<file path="src/rtl/z80_reset_ctrl.sv">
// Button synchroniser/debouncer with one-cycle press pulses, plus a CPU reset
// sequencer (assert / hold / run) with a sticky run-time timeout flag.
module z80_reset_ctrl #(
  parameter int unsigned NUM_BTN    = 2,
  parameter int unsigned DEB_CYCLES = 16,
  parameter int unsigned RST_BTN    = 0,
  parameter int unsigned RST_HOLD   = 64,
  parameter int unsigned TIMEOUT    = 25000
) (
  input  logic               CLK50MHZ,
  input  logic               RESET_N,
  input  logic [NUM_BTN-1:0] BUTTON_N,
  output logic [NUM_BTN-1:0] BTN_STATE,
  output logic [NUM_BTN-1:0] BTN_PRESS,
  output logic               CPU_RESET_N,
  output logic               TIMEOUT_FLAG
);

  localparam int unsigned DW = $clog2(DEB_CYCLES + 1);
  localparam int unsigned HW = $clog2(RST_HOLD + 1);
  localparam int unsigned TW = (TIMEOUT == 0) ? 1 : $clog2(TIMEOUT + 1);

  localparam logic [DW-1:0] DEB_LAST  = DW'(DEB_CYCLES - 1);
  localparam logic [HW-1:0] HOLD_LAST = HW'(RST_HOLD - 1);
  localparam logic [TW-1:0] T_MAX     = TW'(TIMEOUT);
  localparam logic [TW-1:0] T_PRE     = TW'((TIMEOUT == 0) ? 0 : TIMEOUT - 1);

  typedef enum logic [1:0] {
    ST_ASSERT,
    ST_HOLD,
    ST_RUN
  } state_t;

  logic [NUM_BTN-1:0] r_sync1;
  logic [NUM_BTN-1:0] r_sync2;
  logic [NUM_BTN-1:0] r_btn_state;
  logic [NUM_BTN-1:0] r_btn_press;
  logic [DW-1:0]      r_deb_cnt [NUM_BTN];
  logic [NUM_BTN-1:0] w_pressed;

  state_t             r_state;
  logic [HW-1:0]      r_hold_cnt;
  logic [TW-1:0]      r_tmo_cnt;
  logic               r_cpu_reset_n;
  logic               r_timeout_flag;
  logic               w_rst_btn;

  assign w_pressed = ~r_sync2;
  assign w_rst_btn = r_btn_state[RST_BTN];

  // Synchronise, then flip the debounced level after DEB_CYCLES consecutive mismatches
  always_ff @(posedge CLK50MHZ) begin
    if (!RESET_N) begin
      r_sync1     <= '1;
      r_sync2     <= '1;
      r_btn_state <= '0;
      r_btn_press <= '0;
      for (int i = 0; i < NUM_BTN; i++) r_deb_cnt[i] <= '0;
    end else begin
      r_sync1     <= BUTTON_N;
      r_sync2     <= r_sync1;
      r_btn_press <= '0;
      for (int i = 0; i < NUM_BTN; i++) begin
        if (w_pressed[i] == r_btn_state[i]) begin
          r_deb_cnt[i] <= '0;
        end else if (r_deb_cnt[i] == DEB_LAST) begin
          r_btn_state[i] <= w_pressed[i];
          r_btn_press[i] <= w_pressed[i];
          r_deb_cnt[i]   <= '0;
        end else begin
          r_deb_cnt[i] <= r_deb_cnt[i] + DW'(1);
        end
      end
    end
  end

  // Reset sequencer; a held reset button overrides every state
  always_ff @(posedge CLK50MHZ) begin
    if (!RESET_N) begin
      r_state        <= ST_ASSERT;
      r_hold_cnt     <= '0;
      r_tmo_cnt      <= '0;
      r_cpu_reset_n  <= 1'b0;
      r_timeout_flag <= 1'b0;
    end else if (w_rst_btn) begin
      r_state        <= ST_ASSERT;
      r_hold_cnt     <= '0;
      r_tmo_cnt      <= '0;
      r_cpu_reset_n  <= 1'b0;
      r_timeout_flag <= 1'b0;
    end else begin
      case (r_state)
        ST_ASSERT: begin
          r_state    <= ST_HOLD;
          r_hold_cnt <= '0;
        end
        ST_HOLD: begin
          if (r_hold_cnt == HOLD_LAST) begin
            r_state       <= ST_RUN;
            r_tmo_cnt     <= '0;
            r_cpu_reset_n <= 1'b1;
          end else begin
            r_hold_cnt <= r_hold_cnt + HW'(1);
          end
        end
        ST_RUN: begin
          if (TIMEOUT != 0 && r_tmo_cnt != T_MAX) begin
            r_tmo_cnt <= r_tmo_cnt + TW'(1);
            if (r_tmo_cnt == T_PRE) r_timeout_flag <= 1'b1;
          end
        end
        default: begin
          r_state       <= ST_ASSERT;
          r_cpu_reset_n <= 1'b0;
        end
      endcase
    end
  end

  assign BTN_STATE    = r_btn_state;
  assign BTN_PRESS    = r_btn_press;
  assign CPU_RESET_N  = r_cpu_reset_n;
  assign TIMEOUT_FLAG = r_timeout_flag;

endmodule

</file>
<file path="config.mk">
export PLATFORM = sky130hd
export DESIGN_NAME = z80_reset_ctrl
export DESIGN_NICKNAME = d
export VERILOG_FILES = /design/src/rtl/z80_reset_ctrl.sv
export SDC_FILE = /design/constraint.sdc
export NUM_CORES = 1
export LEC_CHECK = 0
export ABC_AREA = 1
export CORE_AREA = 2 2 63 65
export CTS_CLUSTER_SIZE = 24
export DETAILED_ROUTE_END_ITERATION = 10
export DIE_AREA = 0 0 65 67
export PLACE_DENSITY = 0.82
export SYNTH_ARGS = -nofsm -noshare
export SYNTH_HDL_FRONTEND = slang
export SYNTH_SLANG_ARGS = --single-unit
</file>
<file path="constraint.sdc">
create_clock -name CLK50MHZ -period 3.3 [get_ports CLK50MHZ]
set_input_delay 0.66 -clock CLK50MHZ [delete_from_list [all_inputs] [get_ports CLK50MHZ]]
set_output_delay 0.66 -clock CLK50MHZ [all_outputs]
set_load 0.05 [all_outputs]
</file>
# Word-level counts from Yosys, hierarchy flattened
# Memory sizes are Yosys's and may differ from the RTL's.
# Index checks and enable logic that the tools add are counted.
[totals]
ff_bits = 34
elab_cells = 94
mem_bits_rw = 10
n_memories = 1
inputBits = 4
out_inout_bits = 6
[mem_list]
columns = ["name", "depth", "width", "rd", "rd_ports_with_merged_regs", "write_ports", "line", "text"]
rows = [
  ["r_deb_cnt", 2, 5, 2, 0, 2, "38", "logic [DW-1:0] r_deb_cnt [NUM_BTN];"],
]
[op_classes]
muxes = 38
bitwise = 14
n_reduce_logical = 14
add_sub_neg = 4
eq_ne = 12
[ops]
columns = ["operator", "n"]
rows = [
  ["$mux W15", 2],
  ["$mux W5", 6],
  ["$pmux W15 S2", 1],
  ["$mux W1", 24],
  ["$add A15 B1 Y15 const B", 1],
  ["$eq A15 B15 Y1 const B", 1],
  ["$ne A15 B15 Y1 const B", 1],
  ["$pmux W7 S2", 1],
  ["$add A5 B1 Y5 const B", 2],
  ["$eq A5 B4 Y1 const B", 2],
  ["$reduce_and A2 Y1", 5],
  ["$add A7 B1 Y7 const B", 1],
  ["$eq A7 B6 Y1 const B", 1],
  ["$mux W7", 1],
  ["$not A1 Y1", 7],
  ["$ne A2 B2 Y1 const B", 3],
  ["$or A1 B1 Y1", 6],
  ["$pmux W2 S3", 1],
  ["$reduce_and A3 Y1", 2],
  ["$reduce_or A3 Y1", 2],
  ["$reduce_bool A2 Y1", 2],
  ["$reduce_or A2 Y1", 2],
  ["$eq A1 B1 Y1", 2],
  ["$eq A2 B1 Y1 const B", 1],
  ["other kinds (5)", 5],
]

# Logic depth before layout (Yosys ltp)
# Gate-level depths: netlist (run 1).
[depth]
word_depth = 8
mapped_depth = 10
mapped_depth_nobuf = 10

# Least setup slack after synthesis (run 1)
# OpenSTA, ideal clock, no wires.
[synth_path]
path_type = "reg2reg"
from = "memory r_deb_cnt[0][0] in the netlist's numbering"
to = "memory r_deb_cnt[0][3] in the netlist's numbering, data pin"
path_slack_ps = 1567
period_less_slack_ps = 1733
arrival_time_ps = 1587
setup_ps = 146
stages_incl_launch_ff = 10
required_time_ps = 3154
path_buffers = 0
cell_sequence = "edfxtp_1 > ha_1 > nand2_1 > nor2_1 > ha_1 > or2_1 > a21oi_1 > o21ai_1 > o21bai_1 > a21oi_1"
[synth_lines]
columns = ["element", "line"]
rows = [
  ["start: declaration", "38"],
]

# Worst setup path in the final report (run 1)
[layout_path]
from = "register r_btn_state[1] (netlist: BTN_STATE[1])"
to = "output port BTN_STATE[1]"
[layout_lines]
columns = ["element", "line", "text"]
rows = [
  ["start: declaration", "36", "logic [NUM_BTN-1:0] r_btn_state;"],
  ["start signal: indexed assignment", "67", "r_btn_state[i] <= w_pressed[i];"],
  ["end: declaration", "13", "output logic [NUM_BTN-1:0] BTN_STATE,"],
]
# No word-level cell between the ends.

==> results of run 1 <==
stage by stage:
step	cells	hold slack [ps]	power, mW	utilization, %	worst slack [ps]
finish	375	417	0.960	70.3	1120
floorplan	315	393	0.636	-	1570
global route	375	437	1.00	70.3	1070
global placement	368	397	0.648	68.1	1140
detailed placement	368	400	0.650	68.1	1090
CTS	375	423	0.970	70.3	1110
worst paths after layout:
path                   start               to  slack (ps)  depth (start not counted)
max             BTN_STATE[1]     BTN_STATE[1]        1120                          1
min               r_sync1[1]       r_sync2[1]         420                          1
max reg2reg  r_deb_cnt[0][0]  r_deb_cnt[0][3]        1400                          9
min reg2reg       r_sync1[1]       r_sync2[1]         420                          1
layout by cell type (no fill, tap or decap), types with 3 or more instances in the layout:
cell type,n
a21oi_1,17
a21oi_2,6
clkbuf_8,5
clkdlybuf4s50_1,9
conb_1,10
dfxtp_1,34
edfxtp_1,10
ha_1,7
inv_1,29
inv_2,6
nand2_1,70
nand2_2,4
nand3_1,22
nand4_1,6
nor2_1,48
nor2_2,5
nor3_1,3
nor3b_1,3
o21ai_0,3
o21bai_1,3
or2_2,6
state kept, by name, summed over array words and instances, names as in the netlist:
register and cells:
BTN_PRESS 2, r_sync2 2, TIMEOUT_FLAG 1, r_hold_cnt 7, BTN_STATE 2, r_deb_cnt 10, r_state 2, CPU_RESET_N 1
r_tmo_cnt 15, r_sync1 2
cells by family after synthesis:
| logic type | after synthesis | synth area share, % |
|---|---|---|
| compound gates | 34 | 8.98 |
| fa+ha+maj | 7 | 3.81 |
| xor+xnor | 4 | 1.52 |
| simple gates | 177 | 35.9 |
| other cells | 1 | 0.163 |
| buf+inv | 39 | 6.91 |
| flops | 44 | 42.7 |
metal layers:
metal,global-route usage (%),up-vias
li1,-,1016
met1,26.9,870
met2,35.2,24
met3,5.57,4
met4,8.51,0
met5,0,-
power breakdown:
group / leakage, nW / switching (mW) / internal (mW)
combinational: 0.549 / 0.0419 / 0.0214
clock: 0.0400 / 0.179 / 0.143
sequential: 0.379 / 0.0103 / 0.564
area by class of cell:
type,instances,share of cell area [%]
repair buffers,9,3.55
clock buffers,5,2.71
multi-input cells,232,47.0
flip-flops and latches,44,38.7
well taps,48,2.37
inverters,35,5.18
clock inverters,2,0.493
==> results.md, run 1 <==
- Post-DRT Antenna Nets: 0
- Top delay family on crit path: buffers and inverters
- Max-slew headroom: approximately 66%
- Dpl hpwl: 2970 microns
- Synth Flop Type: dfxtp_1
- Chip width: between 60 and 70 microns
- Die H: 67 microns
- Fin Setup TNS: 0 ps
- Critical Path Fanout Max: 4
- Max Transition Viols Final: 0
- Most frequent cell after synthesis: nand2_1
- Post-CTS sizing: 0
- DRT Pass-1 Iters: 4
- Multi-input gate area: about 1200 sq um
- Post-synth EDFFs: 10
- Setup crit start kind: flip-flop
- Crit path largest cell delay: around 830 ps
- Max layer used: met4
- Largest net degree at the start of global routing: 19
- Hold Path Class: flip-flop to flip-flop
- Via density: between 5 and 6
- Total gr overflow: 0
- RSZ-0062 raised after global routing: no
- Max VDD drop: 0.000334 V
- Initial antenna violation count: 0
- Unique masters post-synth: 36
- Worst-skew pair later-pin latency: approximately 300 ps
- Routed metal-1 wirelength: 2010 microns
- CTS tree: yes
- DR WL/cell: 10.9 microns
- Die area: 4360 sq um
- H-tree Lvls: 2
- Sink Count: 44
- Avg Synthesized Cell Area: 7.51 sq um
- DRC violations left: 0
- Core Region: ~3600 sq um
- Antenna diode count: 0
- CTS buffer count: 5
- Area of the mapped netlist: 2300 sq um
- Slowest CP cell: clkdlybuf4s50_1
- Met2 wire length: ~1900 microns
- Number of global-route vias before repair: 1,707
- Crit end category: output pin
- Ys async rst share: 0%
- Placed instance area: between 2000 and 2500 sq um
- Fmax: 458 MHz
- Leak: about 0.97 nW
- # setup viols final: 0
- Filler instances: 326
- Initial Util: a little under two thirds
- Status: finished, final reports clean
- Port Buffers: 9
- Final Wtd Congestion: roughly 0.85
- Via count: about 1,900
- Postcts setup bufs: 0
- Share of post-route cells with drive strength above 1: approximately an eighth
- Post-Route WL: between 4000 and 5000 microns
- Worst Path Arrival: around 1500 ps
- Synth Register Bits: 44
- Final Hold Viols: 0
- Clock tree buffer depth: 2
- Period utilization: 66.2%
- Total track usage: between 20% and 30%
- MaxCap Viol Count: 0
- Cell Rows: 22
- Met3 Wirelength: 125 microns
- Layout area overhead: 10.3%
- Sequential cell area: 981 sq um
- YS warnings: 0
- Crit path buffers/inverters: 1
- Worst Max-Slew Pin Slew: 510 ps
- IO Pins: 10
- Finished Cell Area: 2540 sq um
- First-pass GRT wire length: 7170 microns
- Nets: 338
- Hold_buf cts: 0
- Pwr dens: 379 nW/um^2
- Clock tree root driver cell: clkbuf_8
- Critical path class: flip-flop to output pin
- Critical Path RT: around 2600 ps
- Post-synthesis cell count: just over 300
- Largest cells by area after synthesis: dfxtp_1 30%, edfxtp_1 13%, nand2_1 11%, nor2_1 7.8%, nand3_1 4.8%
- Largest area contributor in the netlist: dfxtp_1
- CTS clk-pin slew, worst paths: around 80 ps
- Top post-synthesis cells by count: 70 x nand2_1, 48 x nor2_1, 34 x dfxtp_1, 29 x inv_1, 22 x nand3_1
- Area share of the largest cell type after synthesis: between 20% and 30%
- Initial drt markers: roughly 100
- Critical-path cell list: clkdlybuf4s50_1
- Register area share after synthesis: a little over two fifths
- Final worst path period need: 2180 ps
- Worst Skew: roughly 5.7 ps
Power figures use the tool's default switching activity.
==> run 2, diff against run 1 <==
CORE_AREA = 2 2 69 71   (was 2 2 63 65)
DIE_AREA = 0 0 71 73   (was 0 0 65 67)
PLACE_DENSITY = 0.73   (was 0.82)
clock period = 2 ns   (was 3.3 ns; I/O delays follow)
==> results.md, run 2 (same netlist as run 1, synthesis figures left out) <==
- Post-Place Worst Slack: 124 ps (was 1090 ps)
- Top delay family on crit path: buffers and inverters (unchanged)
- Clock tree buffer depth: 2 (unchanged)
- Core Region: 4540 sq um (was 3610 sq um)
- Hold WS: 423 ps (was 417 ps)
- Status: finished, final reports clean (unchanged)
- Most frequent cells in the layout: 70 x nand2_1, 48 x nor2_1, 34 x dfxtp_1 (unchanged)
- Via density: 5.04 (was 5.10)
- DRT Pass-1 Iters: 4 (unchanged)
- Post-DRT Antenna Nets: 0 (unchanged)
- Die area: 5180 sq um (was 4360 sq um)
- RSZ-0062 raised after global routing: no (unchanged)
- MaxCap Viol Count: 0 (unchanged)
- Initial drt markers: 149 (was 104)
- Via count: 1,947 (was 1,914)
- Critical Path Fanout Max: 4 (unchanged)
- IO Pins: 10 (unchanged)
- Layout area overhead: 13.9% (was 10.3%)
- Postcts setup bufs: 0 (unchanged)
- Multi-input gate area: 1200 sq um (was 1190 sq um)
- Critical path class: flip-flop to output pin (unchanged)
- CTS tree: yes (unchanged)
- Total gr overflow: 0 (unchanged)
- Post-route insts no fill: 386 (was 375)
- Fmax: approximately 520 MHz
- Largest net degree at the start of global routing: 19 (unchanged)
- Crit end category: output pin (unchanged)
- Total track usage: 18.3% (was 21.5%)
- Max Transition Viols Final: 0 (unchanged)
- Critical Path RT: 1600 ps (was 2640 ps)
- Crit path buffers/inverters: 1 (unchanged)
- DR WL/cell: 10.8 microns (was 10.9 microns)
- Nets: 342 (was 338)
- Final worst setup slack: 84.1 ps (was 1120 ps)
- Crit path largest cell delay: 820 ps (was 830 ps)
- Dpl cells: 378 (was 368)
- DRC violations left: 0 (unchanged)
- Final Hold Viols: 0 (unchanged)
- Hold_sp: r_sync1[1] (unchanged)
- Max VDD drop: 0.000439 V (was 0.000334 V)
- Clock tree root driver cell: clkbuf_8 (unchanged)
- Worst R2R Start: r_deb_cnt[0][0] (unchanged)
- Initial antenna violation count: 0 (unchanged)
- Die H: 73 microns (was 67 microns)
- Worst Setup EP: BTN_STATE[1] (unchanged)
- Period utilization: 95.8%
- Commonest non-fill, non-tap cell in the layout: nand2_1 (unchanged)
- Antenna diode count: 0 (unchanged)
- Fin Setup TNS: 0 ps (unchanged)
- First-pass GRT wire length: 7560 microns (was 7170 microns)
- Worst Path Arrival: 1520 ps (about the same)
- Number of global-route vias before repair: 1,796 (was 1,707)
- Setup crit start kind: flip-flop (unchanged)
- CTS buffer count: 5 (unchanged)
- # setup viols final: 0 (unchanged)
- Initial Util: 50.7% (was 63.7%)
- H-tree Lvls: 2 (unchanged)
- Biggest regs: r_tmo_cnt: 15 flops, r_deb_cnt: 10 flops, r_hold_cnt: 7 flops (unchanged)
- Final worst path period need: about 1900 ps
- Most flops, register: r_tmo_cnt (unchanged)
- CTS clk-pin slew, worst paths: 90 ps (was 80 ps)
- Filler instances: 431 (was 326)
- Hold Path Class: flip-flop to flip-flop (unchanged)
- Chip width: 71 microns (was 65 microns)
- Final Wtd Congestion: 0.821 (was 0.850)
- Worst-skew pair later-pin latency: 300 ps (about the same)
- Post-Route WL: 4170 microns (was 4080 microns)
- Sink Count: 44 (unchanged)
- Sequential cell area: 981 sq um (unchanged)
- Cell Rows: 25 (was 22)
- Pwr dens: 670 nW/um^2 (was 379 nW/um^2)
- R2R Setup Slk: 170 ps (was 1400 ps)
- Share of post-route cells with drive strength above 1: 14.5% (was 12.2%)
- Leak: 1.00 nW (was 0.968 nW)
- Worst Skew: 5.06 ps (was 5.69 ps)
- Reg2reg end: r_deb_cnt[0][3] (unchanged)
- Slowest CP cell: clkdlybuf4s50_1 (unchanged)
- CP startpoint: BTN_STATE[1] (unchanged)
- Flip-flop count of the largest register after layout: 15 (unchanged)
- Critical path depth: 1 (unchanged)
- Critical-path cell list: clkdlybuf4s50_1 (unchanged)
- Dpl hpwl: 3000 microns (was 2970 microns)
- Port Buffers: 9 (unchanged)
- R2R depth: 9 (unchanged)
## run 2: cell types whose count changed in the layout (fill, tap and decap cells not counted), sizes merged
cell    previous run  this run
bufinv             0         1
clkinv             1         0
buf                0         4
inv               35        36
## run 2: worst min path at each step
stage | end | slack (ps) | cells after the start
4_1_cts | r_sync2[1] | 430 | 1
3_3_place_gp | r_sync2[1] | 390 | 1
2_1_floorplan | r_sync2[0] | 390 | 1
6_report | r_sync2[1] | 420 | 1
5_1_grt | r_sync2[1] | 450 | 1
3_5_place_dp | r_sync2[1] | 410 | 1
## run 2: layout make-up
| type | instances | share of cell area, % |
|---|---|---|
| clock buffers | 5 | 2.63 |
| clock inverters | 3 | 1.77 |
| inverters | 35 | 5.02 |
| multi-input cells | 232 | 45.9 |
| flip-flops and latches | 44 | 37.5 |
| well taps | 54 | 2.58 |
| repair buffers | 13 | 4.59 |
## run 2: report_power, final
| group | internal, mW | switching, mW |
|---|---|---|
| logic | 0.0395 | 0.0696 |
| clock network | 0.376 | 0.319 |
| registers | 0.931 | 0.0173 |
## run 2: what timing repair did
item | 4_1_cts | 5_1_grt
resized for setup | 0 | 3
hold buffers | 0 | 0
endpoints found under the setup margin | 0 | 1
hold endpoints to repair | 0 | 0
## run 2: routing by layer
layer / part of all wire (%) / global-route usage, % / vias to the layer above
met4: 1.3 / 5.66 / 0
met2: 49 / 32.4 / 34
met3: 4.4 / 4.56 / 5
met1: 45 / 21.9 / 878
met5: 0 / 0 / -
li1: - / - / 1030
## run 2: metrics by stage
step | cell area, sq um | power (mW) | util [%]
floorplan | 2330 | 1.05 | -
global placement | 2490 | 1.07 | 55.0
detailed placement | 2490 | 1.08 | 55.0
CTS | 2610 | 1.77 | 57.5
global route | 2620 | 1.83 | 57.7
finish | 2620 | 1.75 | 57.7
==> run 3, diff against run 2 <==
SLEW_MARGIN = 15   (was default)
==> results of run 3 <==
Same layout as run 2: the final DEF is identical, and so are final timing and power.
==> variant 1, RTL diff (settings of run 3) <==
Set the parameter `RST_HOLD` to 32 (it was 64).
--- a/src/rtl/z80_reset_ctrl.sv
+++ b/src/rtl/z80_reset_ctrl.sv
@@ -6,3 +6,3 @@
   parameter int unsigned RST_BTN    = 0,
-  parameter int unsigned RST_HOLD   = 64,
+  parameter int unsigned RST_HOLD   = 32,
   parameter int unsigned TIMEOUT    = 25000
Behaviour: no difference found for any inputs over 10 cycles, from zero or initial values and one cycle with RESET_N low; that may be too few to reach the edited logic, so the function may still have changed.
==> variant 1 against run 3 <==
  * Clock skew decreased by 0.0013 ns
  * Count of clock-buffer cells in the layout did not move
  * Critical path depth stayed put
  * Register-to-register slack worse by 0.05 ns
  * Area after synthesis fell by 5.1%
  * Final area shrank 4.7%
  * Sequential cell count down 1
  * Core utilization decreased by 2.7 points
  * Power decreased by 12%
  * Worst setup slack improved by 0.0053 ns
  * Cell count is 1.6% lower
  * Routed wire length rose by 1.6%
==> variant 1: results (changes against run 3) <==
stage	metric	value	unit	change
cells_and_area	fin nets	336		-1.8%
route	WL/cell	11.2	um	+3.2%
logic_synthesis	top post-synthesis cells by area	dfxtp_1 (30%), edfxtp_1 (14%), nand2_1 (11%)		
worst_hold_path	min-delay src	r_sync1[1]		
placement	DP Worst Slack	0.112	ns	-0.0114 ns
grt	vias in the first global route	1663		-7.4%
power	Leak Pwr	1.00	nW	about the same
outcome	status	finished clean		
route	Met3 Wirelength	195	um	+6.6%
sta	Setup Skew	0.00379	ns	-0.00127 ns
placement	Final GP Congestion	0.874		+6.4%
grt	first-pass GRT wire length	7340	um	-2.8%
route	Top Layer Used	met4		
route	Met1 Routed Length	2010	um	+7.0%
logic_synthesis	most frequent cells after synthesis	nand2_1 (64), nor2_1 (45), nand3_1 (37)		
cells_and_area	layout cells sized above 1	8.59	%	-5.9 points
cells_and_area	Largest regs	r_tmo_cnt: 15 flops, r_deb_cnt: 10 flops, r_hold_cnt: 6 flops		
route	met2 routed WL	1990	um	-3.2%
setup_path	slowest cell on the critical path	clkdlybuf4s50_1		
logic_synthesis	Cell variety after synth	29		-19%
grt	largest net degree at the start of global routing	18		-1
power	sw frac	23.6	%	+0.44 points
logic_synthesis	register area share after synthesis	44.0	%	+1.4 points
placement	hpwl dp	3010	um	+0.50%
placement	Cell Area, Placed	2390	sq um	-4.3%
route	DRT iter0 DRCs	131		-12%
grt	GRT Resource Usage Total	17.7	%	-0.62 points
power	Worst VDD drop	0.000280	V	-36%
route	vias per cell	4.94		-2.0%
cts	CTS Root Cell	clkbuf_8		
## variant 1: final cells by class
type,instances,area (sq um)
clock inverters,3,20.0
multi-input cells,226,1110
repair buffers,15,138
clock buffers,5,68.8
well taps,54,67.6
flip-flops and latches,43,961
inverters,34,128
fillers,432,2040
## variant 1: power by group through the flow
stage               registers [mW]  logic (mW)  clock network [mW]
floorplan                    0.933      0.0380                   0
global placement             0.934      0.0574                   0
detailed placement           0.936      0.0591                   0
CTS                          0.915      0.0592               0.568
global route                 0.918      0.0714               0.604
finish                       0.915      0.0614               0.559
## variant 1: timing repair
item,CTS,global route
buffers inserted,0,1
resized for setup,0,3
hold buffers,0,0
endpoints found under the hold margin,0,0
endpoints found under the setup margin,0,3
## variant 1: logic make-up (layout without fill, tap and decap cells)
family,after synthesis,in the layout,share of synthesized area (%)
xor gates and xnor gates,2,2,0.803
other,1,10,0.172
buffers and inverters,38,57,7.00
DFF,43,43,44.0
AOI/OAI and AO/OA,35,35,8.66
and+or+nand+nor,172,172,35.3
adders and majority gates,7,7,4.01
## variant 1: metrics by stage
| step | util, % | instances | TNS [ns] |
|---|---|---|---|
| floorplan | - | 307 | 0 |
| global placement | 52.6 | 371 | 0 |
| detailed placement | 52.6 | 371 | 0 |
| CTS | 54.6 | 379 | 0 |
| global route | 55.0 | 380 | -0.00804 |
| finish | 55.0 | 380 | 0 |
## variant 1: final timing paths
| check | to | slack (ns) | cells past startpoint |
|---|---|---|---|
| setup / recovery | BTN_STATE[1] | 0.09 | 1 |
| setup reg to reg | r_deb_cnt[0][3] | 0.12 | 8 |
| hold / removal | r_sync2[1] | 0.43 | 1 |
| hold reg to reg | r_sync2[1] | 0.43 | 1 |
## variant 1: per-layer routing
| layer | GRT usage (%) | vias up |
|---|---|---|
| li1 | - | 1017 |
| met4 | 5.66 | 0 |
| met2 | 29.7 | 34 |
| met1 | 22.6 | 823 |
| met5 | 0 | - |
| met3 | 4.14 | 4 |
==> variant 2, RTL diff (settings of run 3) <==
Made on the original files. The 3 states of `state_t` get a one-hot encoding in 3 bits.
--- a/src/rtl/z80_reset_ctrl.sv
+++ b/src/rtl/z80_reset_ctrl.sv
@@ -27,6 +27,6 @@
 
-  typedef enum logic [1:0] {
-    ST_ASSERT,
-    ST_HOLD,
-    ST_RUN
+  typedef enum logic [2:0] {
+    ST_ASSERT = 3'b001,
+    ST_HOLD   = 3'b010,
+    ST_RUN    = 3'b100
   } state_t;
Check against the original RTL: same outputs for any inputs over 10 cycles, from zero or initial values and one cycle with RESET_N low; not proved beyond that.
==> variant 2 against run 3 <==
  * Sequential cell count rose by 1
  * Worst setup slack gained 0.0061 ns
  * Combinational power increased by 72%
  * Via count up 1.8%
  * Power rose by 0.86%
  * Routed wire length rose by 5.0%
  * Area after synthesis grew 5.0%
  * Final area up 3.9%
  * Critical endpoint is now r_deb_cnt[0][3]
  * Highest routed layer unchanged
==> variant 2: results (changes against run 3) <==
stage	metric	value	unit	change
outcome	status	finished clean		
logic_synthesis	syn avg cell area	7.71	sq um	+2.7%
placement	Cells after DPL	386		+2.1%
route	DRT iter0 DRCs	53		-64%
logic_synthesis	Post-Synth XOR/XNOR Area	0.726	%	-0.80 points
cts	worst skew pair latency	0.30	ns	about the same
power	Worst VDD drop	0.000381	V	-13%
logic_synthesis	Post-synth ARST share	0	%	unchanged
grt	vias in the first global route	1740		-3.1%
setup_path	Arr. time, crit path	2.07	ns	+0.55 ns
route	Detailed Route WL	4380	um	+5.0%
logic_synthesis	most frequent cells after synthesis	nand2_1 (60), inv_1 (43), nor2_1 (42)		
logic_synthesis	Synth Area in Adders	3.63	%	-0.18 points
route	First-pass DRT Iterations	4		unchanged
placement	hpwl dp	3160	um	+5.6%
cells_and_area	fin nets	351		+2.6%
cells_and_area	layout cells sized above 1	15.8	%	+1.4 points
cells_and_area	count of non-filler cells in the finished layout	395		+2.3%
placement	Final GP Congestion	0.827		+0.74%
cts	total CTS buffers	5		unchanged
cells_and_area	Largest regs	r_tmo_cnt: 15 flops, r_deb_cnt: 10 flops, r_hold_cnt: 7 flops		
logic_synthesis	compound-gate portion of the synthesized area	11.6	%	+2.6 points
route	vias per cell	5.02		-0.52%
setup_path	CP top delay family	compound AO/OA/AOI/OAI gates		
grt	GRT Resource Usage Total	18.0	%	-0.31 points
grt	first-pass GRT wire length	7400	um	-2.0%
setup_path	CP Max Fanout	5		+1
grt	largest net degree at the start of global routing	20		+1
logic_synthesis	register area share after synthesis	41.5	%	-1.2 points
sta	slew at the pin closest to its max-slew limit	0.571	ns	
power	Leak Pwr	1.06	nW	+5.6%
setup_path	crit-path max cell delay	0.43	ns	-0.39 ns
setup_path	slowest cell on the critical path	edfxtp_1		
sta	Setup Skew	0.00696	ns	+0.00190 ns
logic_synthesis	top post-synthesis cells by area	dfxtp_1 (29%), edfxtp_1 (12%), nand2_1 (9.3%)		
placement	DP Worst Slack	0.0555	ns	-0.0684 ns
logic_synthesis	Cell variety after synth	38		+5.6%
grt	antenna violations before repair	0		unchanged
logic_synthesis	Synth Warn #	0		unchanged
variant 2: cell types whose count changed after synthesis, moves of 3 or more:
cell / change
a21oi_2: +4
inv_1: +14
inv_2: -3
nand2_1: -10
nand2_2: +3
nand4_1: +4
nor2_1: -6
nor2_2: -4
o21ai_0: +4
variant 2: metrics by stage:
step / hold slack, ns / utilization (%) / instance area (sq um)
after floorplan: 0.393 / - / 2450
after global placement: 0.394 / 57.5 / 2610
after detailed placement: 0.408 / 57.5 / 2610
after CTS: 0.429 / 59.6 / 2700
after global routing: 0.437 / 59.9 / 2720
final: 0.427 / 59.9 / 2720
variant 2: layout make-up:
| cell class | count | area (sq um) |
|---|---|---|
| clock buffer | 5 | 68.8 |
| clock inverter | 3 | 25.0 |
| fill | 387 | 1820 |
| inverter | 46 | 173 |
| multi-input combinational | 227 | 1250 |
| sequential | 45 | 1000 |
| tap | 54 | 67.6 |
| timing repair buffer | 15 | 135 |
variant 2: final timing paths:
path,from,end,slack [ns],cells past startpoint
min,r_sync1[0],r_sync2[0],0.43,1
max,r_deb_cnt[0][0],r_deb_cnt[0][3],0.09,9
min reg2reg,r_sync1[0],r_sync2[0],0.43,1
max reg2reg,r_deb_cnt[0][0],r_deb_cnt[0][3],0.09,9
variant 2: cell families after synthesis:
logic type	Yosys count
AND/OR/NAND/NOR	164
buffers and inverters	50
flip-flops	45
AO/OA/AOI/OAI	44
adder cells (fa/ha/maj)	7
XOR/XNOR	2
other	1
variant 2: per-layer routing:
layer  global-route usage, %  wire [um]  vias up
met5                       0          0        -
met4                    7.97         72        0
met3                    3.87        159        8
met2                    30.3       2070       32
met1                    22.2       2080      883
li1                        -          -     1059
variant 2: repair_timing:
item,4_1_cts,5_1_grt
gates resized for setup,0,2
setup buffers,0,1
setup endpoints to repair,0,1
hold buffers,0,0
variant 2: where the power goes:
group          switching (mW)  internal, mW  total [mW]  leakage (nW)
Sequential             0.0287         0.962       0.991         0.387
Combinational           0.116        0.0706       0.187         0.625
Clock                   0.338         0.252       0.591        0.0447
variant 2: worst register-to-register path: cells and delay by family, from the launching register on:
kind                     cells  cell delay [ns]
AO/OA/AOI/OAI                4             0.52
adder cells (fa/ha/maj)      2             0.44
AND/OR/NAND/NOR              2             0.31
buffers and inverters        1             0.07
flip-flops                   1             0.43
